==> config.mk <==
export PLATFORM = sky130hd
export DESIGN_NAME = sdrc_bist
export DESIGN_NICKNAME = d
export VERILOG_FILES = /design/src/rtl/sdrc_bist.sv
export SDC_FILE = /design/constraint.sdc
export NUM_CORES = 1
export LEC_CHECK = 0
export ABC_CLOCK_PERIOD_IN_PS = 7600
export CAP_MARGIN = 20
export CORE_UTILIZATION = 57
export CTS_CLUSTER_DIAMETER = 50
export DETAILED_ROUTE_END_ITERATION = 6
export DONT_BUFFER_PORTS = 1
export PLACE_DENSITY = 0.72
export SYNTH_ARGS = -nofsm -noshare
export SYNTH_HDL_FRONTEND = slang
export SYNTH_SLANG_ARGS = --single-unit
==> constraint.sdc <==
create_clock -name clk -period 7.6 [get_ports clk]
set_input_delay 1.52 -clock clk [delete_from_list [all_inputs] [get_ports clk]]
set_output_delay 1.52 -clock clk [all_outputs]
set_load 0.02 [all_outputs]
==> src/rtl/sdrc_bist.sv <==
// sdrc_bist: SDRAM-controller self test. It writes pattern bursts, reads them back and counts
// miscompares. Watchdog, abort and sticky done/pass status are included.
module sdrc_bist #(
   parameter int APP_AW = 26,
   parameter int APP_DW = 32,
   parameter int ERR_W  = 16,
   parameter int TMO    = 4096
) (
   input  logic                clk,
   input  logic                reset_n,
   input  logic                start,
   input  logic                abort,
   input  logic [1:0]          cfg_mode,
   input  logic [APP_AW-1:0]   cfg_start_addr,
   input  logic [APP_AW-1:0]   cfg_addr_stride,
   input  logic [8:0]          cfg_burst_len,
   input  logic [15:0]         cfg_num_bursts,
   output logic                app_req,
   output logic [APP_AW-1:0]   app_req_addr,
   output logic [8:0]          app_req_len,
   output logic                app_req_wr_n,
   input  logic                app_req_ack,
   output logic [APP_DW-1:0]   app_wr_data,
   output logic [APP_DW/8-1:0] app_wr_en_n,
   input  logic                app_wr_next_req,
   input  logic                app_rd_valid,
   input  logic [APP_DW-1:0]   app_rd_data,
   output logic                busy,
   output logic                done,
   output logic                pass,
   output logic [ERR_W-1:0]    err_cnt,
   output logic [APP_AW-1:0]   first_err_addr,
   output logic                timeout,
   output logic                cfg_err
);
   localparam int WDW = $clog2(TMO + 1);
   localparam logic [APP_DW-1:0] CHK = {(APP_DW/2){2'b01}};
   typedef enum logic [2:0] {IDLE, WR_REQ, WR_DATA, RD_REQ, RD_DATA, NEXT, DONE} state_t;
   state_t state_q, state_d;
   logic [1:0] mode_q, mode_d;
   logic [APP_AW-1:0] addr_q, addr_d, stride_q, stride_d, first_err_addr_q, first_err_addr_d;
   logic [8:0] len_q, len_d, idx_q, idx_d;
   logic [15:0] nb_q, nb_d, b_q, b_d;
   logic [31:0] lfsr_q, lfsr_d, lfsr_nx, seed, inc_w;
   logic [WDW-1:0] wdog_q, wdog_d;
   logic [ERR_W-1:0] err_cnt_q, err_cnt_d;
   logic done_q, done_d, pass_q, pass_d, timeout_q, timeout_d, cfg_err_q, cfg_err_d;
   logic [APP_DW-1:0] word;
   logic active, progress, last;
   assign active   = state_q == WR_REQ || state_q == WR_DATA || state_q == RD_REQ || state_q == RD_DATA;
   assign progress = app_req_ack | app_wr_next_req | app_rd_valid;
   assign last     = idx_q == len_q - 9'd1;
   assign seed     = {b_q, ~b_q};
   assign lfsr_nx  = {lfsr_q[30:0], lfsr_q[31] ^ lfsr_q[21] ^ lfsr_q[1] ^ lfsr_q[0]};
   assign inc_w    = {b_q, 16'h0} + 32'(idx_q);
   // Current word is regenerated from (burst, index); the LFSR register tracks word idx_q.
   assign word = mode_q == 2'd0 ? APP_DW'(inc_w) :
                 mode_q == 2'd1 ? APP_DW'(lfsr_q) :
                 mode_q == 2'd2 ? APP_DW'(1) << ((32'(b_q) + 32'(idx_q)) % APP_DW) :
                 (idx_q[0] ? ~CHK : CHK);
   assign app_req        = state_q == WR_REQ || state_q == RD_REQ;
   assign app_req_wr_n   = state_q != WR_REQ;
   assign app_req_addr   = addr_q;
   assign app_req_len    = len_q;
   assign app_wr_data    = state_q == WR_DATA ? word : '0;
   assign app_wr_en_n    = {(APP_DW/8){state_q != WR_DATA}};
   assign busy           = state_q != IDLE && state_q != DONE;
   assign done           = done_q;
   assign pass           = pass_q;
   assign err_cnt        = err_cnt_q;
   assign first_err_addr = first_err_addr_q;
   assign timeout        = timeout_q;
   assign cfg_err        = cfg_err_q;
   always_comb begin
      state_d = state_q;
      mode_d = mode_q;
      addr_d = addr_q;
      stride_d = stride_q;
      len_d = len_q;
      nb_d = nb_q;
      b_d = b_q;
      idx_d = idx_q;
      lfsr_d = lfsr_q;
      err_cnt_d = err_cnt_q;
      first_err_addr_d = first_err_addr_q;
      done_d = done_q;
      pass_d = pass_q;
      timeout_d = timeout_q;
      cfg_err_d = cfg_err_q;
      wdog_d = active && !progress ? wdog_q + 1'b1 : '0;
      if (abort) begin
         state_d = IDLE;
         wdog_d = '0;
      end else begin
         case (state_q)
            IDLE, DONE: if (start) begin
               mode_d = cfg_mode;
               addr_d = cfg_start_addr;
               stride_d = cfg_addr_stride;
               len_d = cfg_burst_len;
               nb_d = cfg_num_bursts;
               b_d = '0;
               idx_d = '0;
               err_cnt_d = '0;
               first_err_addr_d = '0;
               timeout_d = 1'b0;
               cfg_err_d = cfg_burst_len == '0;
               done_d = cfg_burst_len == '0 || cfg_num_bursts == '0;
               pass_d = cfg_burst_len != '0 && cfg_num_bursts == '0;
               state_d = cfg_burst_len == '0 || cfg_num_bursts == '0 ? DONE : WR_REQ;
            end
            WR_REQ, RD_REQ: begin
               idx_d = '0;
               lfsr_d = seed;
               if (app_req_ack) state_d = state_q == WR_REQ ? WR_DATA : RD_DATA;
            end
            WR_DATA: if (app_wr_next_req) begin
               idx_d = idx_q + 9'd1;
               lfsr_d = lfsr_nx;
               if (last) state_d = RD_REQ;
            end
            RD_DATA: if (app_rd_valid) begin
               idx_d = idx_q + 9'd1;
               lfsr_d = lfsr_nx;
               if (app_rd_data != word) begin
                  err_cnt_d = &err_cnt_q ? err_cnt_q : err_cnt_q + 1'b1;
                  if (err_cnt_q == '0) first_err_addr_d = addr_q;
               end
               if (last) state_d = NEXT;
            end
            NEXT: if (b_q + 16'd1 == nb_q) begin
               state_d = DONE;
               done_d = 1'b1;
               pass_d = err_cnt_q == '0 && !timeout_q && !cfg_err_q;
            end else begin
               b_d = b_q + 16'd1;
               addr_d = addr_q + stride_q;
               state_d = WR_REQ;
            end
            default: ;
         endcase
         if (active && !progress && wdog_q == WDW'(TMO - 1)) begin
            state_d = DONE;
            timeout_d = 1'b1;
            done_d = 1'b1;
            pass_d = 1'b0;
         end
      end
   end
   always_ff @(posedge clk or negedge reset_n) begin
      if (!reset_n) begin
         state_q <= IDLE;
         mode_q <= '0;
         addr_q <= '0;
         stride_q <= '0;
         len_q <= '0;
         nb_q <= '0;
         b_q <= '0;
         idx_q <= '0;
         lfsr_q <= '0;
         wdog_q <= '0;
         err_cnt_q <= '0;
         first_err_addr_q <= '0;
         done_q <= 1'b0;
         pass_q <= 1'b0;
         timeout_q <= 1'b0;
         cfg_err_q <= 1'b0;
      end else begin
         state_q <= state_d;
         mode_q <= mode_d;
         addr_q <= addr_d;
         stride_q <= stride_d;
         len_q <= len_d;
         nb_q <= nb_d;
         b_q <= b_d;
         idx_q <= idx_d;
         lfsr_q <= lfsr_d;
         wdog_q <= wdog_d;
         err_cnt_q <= err_cnt_d;
         first_err_addr_q <= first_err_addr_d;
         done_q <= done_d;
         pass_q <= pass_d;
         timeout_q <= timeout_d;
         cfg_err_q <= cfg_err_d;
      end
   end
endmodule

==> impl_results.md, run 1 <==
* Status: finished clean
* All-Layer GR Usage at 0.313
* Final slew viol count at 0
* Required time worst endpoint at ~7.9 ns
* Cell family with most CP delay: simple AND/OR/NAND/NOR gates
* Main combinational cell family by area after synthesis: simple AND/OR/NAND/NOR gates
* Global-route wire length before repair at slightly below 60000 um
* CP Data Arrival Time at approximately 6.1 ns
* Synthesis warning total at 0
* Initial core utilization at 0.584
* Post_cts resized at 0
* Largest net degree at the start of global routing at roughly 200
* Crit path buffers/inverters at 1
* Nets@finish at 1652
* Via count at ~11000
* Vias in the first global route at around 11000
* DR vias/cell at 6.36
* Gr ovfl total at 0
* Core Box Area at roughly 23000 um^2
* Pleak at between 5 and 6 nW
* Setup crit end: first_err_addr[11]
* DRT Wirelength at 36900 um
* Commonest non-fill, non-tap cell in the layout: dfrtp_1
* XOR/XNOR Fraction of Synth Area at 0.0547
* Mux cell area share after synthesis at 0.101
* Clock-pin slew on the worst setup and hold paths at about 0.08 ns
* FFs w/ async S/R, synth at 1.00
* R2R depth at 13
* FF+latch count, synth at slightly below 200
* Synth Area in Compound Gates at 0.183
* Synth Area per Inst at ~8.6 um^2
* Seq/Total Area, Yosys at 0.373
* Crit-path most repeated cell: or4_1
* RSZ-0062 raised after global routing: false
* Worst path slowest cell: or4_1
* EDFF count, synth at 0
* Final hold vios at 0
* DRC Markers at 0
* TritonCTS clock tree: yes
* Met3 Usage GRT at 0.0787
* Mapped cell area at 13300 um^2
* Final setup vio count at 0
* Share of layout cells above drive strength 1 at 0.0683
* Slew of the pin with the lowest slew margin at about 0.99 ns
* R2r setup slk at 1.87 ns
* Reg-to-reg critical path startpoint: idx_q[0]
* Simple-gate area share of the yosys netlist at 0.201
* Worst vdd ir at roughly 0.23 mV
* Post-Synthesis Net Count at ~1700
* Max transition margin at 0.330
* DRT antenna net count at 0
* Initial antenna violation count at 2
* GPL Wtd Cong at approximately 1
* Clock Sinks at ~200
* Maximum clock frequency at 0.174 GHz
* Layout area overhead at 4.63%
* HP Class: flip-flop to flip-flop
* Mapped Cells at about 1600
* Minimum clock period at 5.73 ns
* # rows at 55
* Fin util at 0.611
* Top FF cell, synth: dfrtp_1
* Clock latency on the worst-skew pair at between 0.4 and 0.5 ns
* Critical path depth at 13
* Yosys top cell by area: dfrtp_1
* Crit Path Class: flip-flop to flip-flop
* DR pass1 iterations at 5
* Setup crit end kind: flip-flop
* Adder-Cell Fraction of Synth Area at 0.0360
* Setup bufs post-CTS at 0
* Max_cap viols at 0
* WL/cell at between 20 and 25 um
* Setup TNS at 0 ns
* Most frequent cells in the layout: dfrtp_1 (198), nand2_1 (163), o21ai_0 (148), nor2_1 (145), a21oi_1 (104)
* PwrDens at between 300 and 400 nW/um^2
* Violation count after the first detailed-route iteration at 640
* CP Max Fanout at 26
* Die Ht at 155 um
* DIE WIDTH at 155 um
* Largest cells by area after synthesis: dfrtp_1 (37%), o21ai_0 (5.6%), mux2i_1 (5.0%)
* H-tree depth at 4
* Period utilisation layout at 0.754
* Buffers on Ports at 0
* Crit-path max cell delay at ~0.87 ns
* Total CTS buffers at 17
* CTS hold repair buffers at 0
* Worst setup startpoint: idx_q[0]
* Clk root buf: clkbuf_16
* DP Wirelength at approximately 27000 um
* Setup Skew at 0.0186 ns
* DIE AREA at ~24000 um^2
* Netlist cell types at 85
* Ports at 238
* Clock Path Buffers at 2
* Startpoint Class: flip-flop
* GR Util met2 at 0.521
* Final Power at between 0.005 and 0.006 W
* Critical path cell sequence: ha_1 -> inv_1 -> fa_1 -> nand2b_1 -> a2111oi_0 -> nor3_1 -> or4_1 -> xnor2_1 -> a2111oi_1 -> o2111ai_1 -> or4_1 -> nand3_2 -> mux2i_1
* Top cell type's share of synthesized area at 0.373
* Routing usage on met1 at 0.395
* GR peak layer: met2
* R2r endpoint: first_err_addr[11]
[sequential cells by signal, summed over array words and instances (netlist names)]
register,flops
nb_q,16
b_q,16
app_req_len,9
state_q,3
cfg_err,1
idx_q,9
pass,1
timeout,1
lfsr_q,32
app_req_addr,26
stride_q,26
done,1
mode_q,2
first_err_addr,26
wdog_q,13
err_cnt,16
[worst min path at each step]
stage	depth (start not counted)	to	start	slack (ns)
after global placement	1	wdog_q[0]	wdog_q[0]	0.48
after detailed placement	1	wdog_q[0]	wdog_q[0]	0.48
after floorplan	1	wdog_q[0]	wdog_q[0]	0.45
after global routing	1	wdog_q[0]	wdog_q[0]	0.52
final	1	wdog_q[0]	wdog_q[0]	0.49
after CTS	1	wdog_q[0]	wdog_q[0]	0.49
[worst reg2reg max path, stage by stage (launching register included)]
cell and delay [ns]:
dfrtp_1 0.62, ha_1 0.28, inv_1 0.07, fa_1 0.65, nand2b_1 0.24, a2111oi_0 0.43, nor3_1 0.13, or4_1 0.54
xnor2_1 0.15, a2111oi_1 0.33, o2111ai_1 0.25, or4_1 0.87, nand3_2 0.81, mux2i_1 0.28
[synthesized netlist by cell type, types with 7 or more instances]
cell type,n
mux2_2,42
o21ai_0,148
buf_2,20
o2111ai_1,7
nand2_1,164
nand4_1,21
inv_1,67
or4_1,11
nor3_1,45
mux2i_1,66
nor4_1,24
ha_1,35
nand2b_1,15
clkbuf_1,56
or3_1,9
nand3_1,43
a21oi_1,104
a211oi_1,12
o31ai_1,18
a31oi_1,16
a21o_1,20
xor2_1,33
nor2b_1,16
xnor2_1,48
and2_1,9
nor2_1,146
and3_1,22
mux2_1,18
dfrtp_1,198
[power by group]
group | internal [W] | switching, W | total (W)
Combinational | 0.00105 | 0.00160 | 0.00265
Clock | 0.000434 | 0.000431 | 0.000865
Sequential | 0.00134 | 0.000470 | 0.00181
Total | 0.00283 | 0.00251 | 0.00533
[cell families after synthesis]
kind of cell	after synthesis
simple gates	554
compound gates	399
xor+xnor	82
mux	126
buf+inv	156
fa+ha+maj	37
flops	198
[cell type report]
cell class	instances	area, um^2
antenna	1	2.50
clock buffer	17	425
sequential	198	4950
multi-input combinational	1198	7660
inverter	68	255
tap	285	357
timing repair buffer	14	105
clock inverter	13	129
fill	2017	8820
[stage by stage]
| stage | area (um^2) | hold slack, ns | worst slack, ns | cells |
|---|---|---|---|---|
| 2_1_floorplan | 13300 | 0.448 | 3.04 | 1552 |
| 3_5_place_dp | 13300 | 0.479 | 1.92 | 1763 |
| 5_1_grt | 13900 | 0.515 | 1.51 | 1793 |
| 3_3_place_gp | 13300 | 0.476 | 2.07 | 1763 |
| 4_1_cts | 13900 | 0.490 | 1.89 | 1793 |
| 6_report | 13900 | 0.494 | 1.87 | 1794 |
[layer usage]
metal,vias to the layer above,share of wire
li1,5456,-
met1,5469,0.41
met2,414,0.48
met3,63,0.079
met4,0,0.030
met5,-,0
No activity file was read; power rests on OpenSTA's default activity.
==> run 2, diff against run 1 <==
- ABC_CLOCK_PERIOD_IN_PS: 7600 -> 5400
- clock period: 7.6 -> 5.4 ns (I/O delays scaled with it)
==> run 2 against run 1 <==
Compared with the run above: flip-flop and latch count stayed put; sequential power is 40% higher; register-to-register slack worse by 1.5 ns; final area is 1.5% higher; total power is 44% higher; largest cell class unchanged; largest power group unchanged; highest routed layer is now met5.
==> impl_results.md, run 2 (same netlist as run 1, synthesis figures left out) <==
* Slew of the pin with the lowest slew margin at 1.02 ns (+0.0259 ns)
* Nets@finish at 1666 (+0.85%)
* Buffers on Ports at 0 (unchanged)
* DR pass1 iterations at 5 (unchanged)
* PwrDens at 544 nW/um^2 (+42%)
* CTS hold repair buffers at 0 (unchanged)
* Clock Sinks at 198 (unchanged)
* DIE AREA at 23900 um^2 (unchanged)
* Fin Hold WS at 0.324 ns (-0.170 ns)
* Number of flip-flops in the largest register at 32 (unchanged)
* Total CTS buffers at 17 (unchanged)
* HP Class: input port to asynchronous set/reset pin
* Final hold vios at 0 (unchanged)
* All-Layer GR Usage at 0.313 (about the same)
* # rows at 55 (unchanged)
* Vias in the first global route at 11250 (+0.75%)
* Setup bufs post-CTS at 0 (unchanged)
* Required time worst endpoint at 5.76 ns (-2.17 ns)
* Reg with most FFs: lfsr_q
* DRC Markers at 0 (unchanged)
* Gr ovfl total at 0 (unchanged)
* Startpoint Class: flip-flop
* Global-route wire length before repair at 59200 um (+0.13%)
* Crit-path max cell delay at 0.75 ns (-0.12 ns)
* Maximum clock frequency at 0.197 GHz (+13%)
* Via count at 11548 (+1.3%)
* Die Ht at 155 um (unchanged)
* Setup TNS at 0 ns (unchanged)
* TritonCTS clock tree: yes
* Worst path slowest cell: or4_1
* WL/cell at 20.5 um (-0.67%)
* Critical path cell sequence: inv_1 -> fa_1 -> nand2b_1 -> a21oi_2 -> mux2i_1 -> buf_4 -> or4_1 -> xnor2_1 -> a2111oi_1 -> o2111ai_1 -> or4_1 -> nand3_2 -> buf_12 -> mux2i_1
* Post_cts resized at 0 (unchanged)
* Setup crit end kind: flip-flop
* CP Max Fanout at 17 (-35%)
* DP Wirelength at 27500 um (+0.50%)
* Largest net degree at the start of global routing at 199 (unchanged)
* Core Box Area at 22700 um^2 (unchanged)
* Minimum clock period at 5.07 ns (-0.660 ns)
* Clk root buf: clkbuf_16
* Max_cap viols at 0 (unchanged)
* Clock-pin slew on the worst setup and hold paths at 0.08 ns (about the same)
* DRT Wirelength at 37000 um (+0.27%)
* Period utilisation layout at 0.939 (+0.185)
* Ports at 238 (unchanged)
* Layout area overhead at 6.15%
* DRT antenna net count at 0 (unchanged)
* H-tree depth at 4 (unchanged)
* Worst vdd ir at 0.385 mV (+68%)
* Clock latency on the worst-skew pair at 0.44 ns (about the same)
* Initial core utilization at 0.584 (unchanged)
* Status: finished clean
* Setup Skew at 0.0176 ns (-0.00100 ns)
* Violation count after the first detailed-route iteration at 938 (+47%)
* CP Data Arrival Time at 5.43 ns (-0.63 ns)
* DR vias/cell at 6.38 (+0.33%)
* Final slew viol count at 0 (unchanged)
* RSZ-0062 raised after global routing: false
* Most frequent cells in the layout: dfrtp_1 (198), nand2_1 (163), o21ai_0 (148), nor2_1 (145), a21oi_1 (104)
* Crit Path Class: flip-flop to flip-flop
* Clock Path Buffers at 2 (unchanged)
* Max transition margin at 0.318 (-0.0119)
* Commonest non-fill, non-tap cell in the layout: dfrtp_1
* Initial antenna violation count at 4 (+2)
* Pleak at 5.96 nW (+1.8%)
* GPL Wtd Cong at 1.00 (-0.64%)
* Share of layout cells above drive strength 1 at 0.0768 (+0.00847)
* Final setup vio count at 0 (unchanged)
* DIE WIDTH at 155 um (unchanged)
==> run 2: changes by cell type in the layout (fill, tap and decap cells not counted), sizes merged <==
cell,delta
clkbuf,+2
diode,+1
bufinv,+2
clkinv,-2
buf,+14
==> run 2: area by class of cell <==
cell class / count / area (um^2)
Fill cell: 1967 / 8620
Multi-Input combinational cell: 1198 / 7660
Sequential cell: 198 / 4950
Clock buffer: 19 / 433
Tap cell: 285 / 357
Inverter: 68 / 255
Timing Repair Buffer: 28 / 248
Clock inverter: 13 / 178
Antenna cell: 2 / 5.00
==> run 2: where the power goes <==
part	switching (W)	internal [W]
logic	0.00229	0.00152
clock network	0.000616	0.000711
registers	0.000647	0.00189
==> run 2: path summary, 6_finish.rpt <==
check,from,endpoint,slack (ns),cells past startpoint
min,reset_n,err_cnt[3],0.32,0
max in group asynchronous,reset_n,nb_q[8],4.80,0
min in group clk,wdog_q[0],wdog_q[0],0.50,1
min reg2reg,wdog_q[0],wdog_q[0],0.50,1
max,idx_q[1],first_err_addr[20],0.33,14
max reg2reg,idx_q[1],first_err_addr[20],0.33,14
==> run 2: worst max-delay path: cells and delay by family (launching register included) <==
kind            cells  cell delay, ns
fa+ha+maj           1            0.49
xor+xnor            1            0.16
flops               1            0.46
simple gates        4            1.95
buf+inv             3            0.60
compound gates      3            0.81
mux                 2            0.52
==> run 2: through the flow <==
stage / utilization / power, W / instance area [um^2] / cells / setup WS, ns
floorplan: - / 0.00544 / 13300 / 1552 / 0.843
global placement: 0.592 / 0.00621 / 13400 / 1775 / 0.443
detailed placement: 0.592 / 0.00629 / 13400 / 1775 / 0.392
CTS: 0.619 / 0.00764 / 14100 / 1807 / 0.390
global route: 0.620 / 0.00821 / 14100 / 1810 / 0.132
finish: 0.620 / 0.00767 / 14100 / 1811 / 0.328
==> run 2: layer usage <==
| layer | GRT usage | share of wire |
|---|---|---|
| met4 | 0.138 | 0.037 |
| met2 | 0.523 | 0.49 |
| met5 | 0 | 0.00035 |
| met1 | 0.376 | 0.40 |
| met3 | 0.0913 | 0.074 |
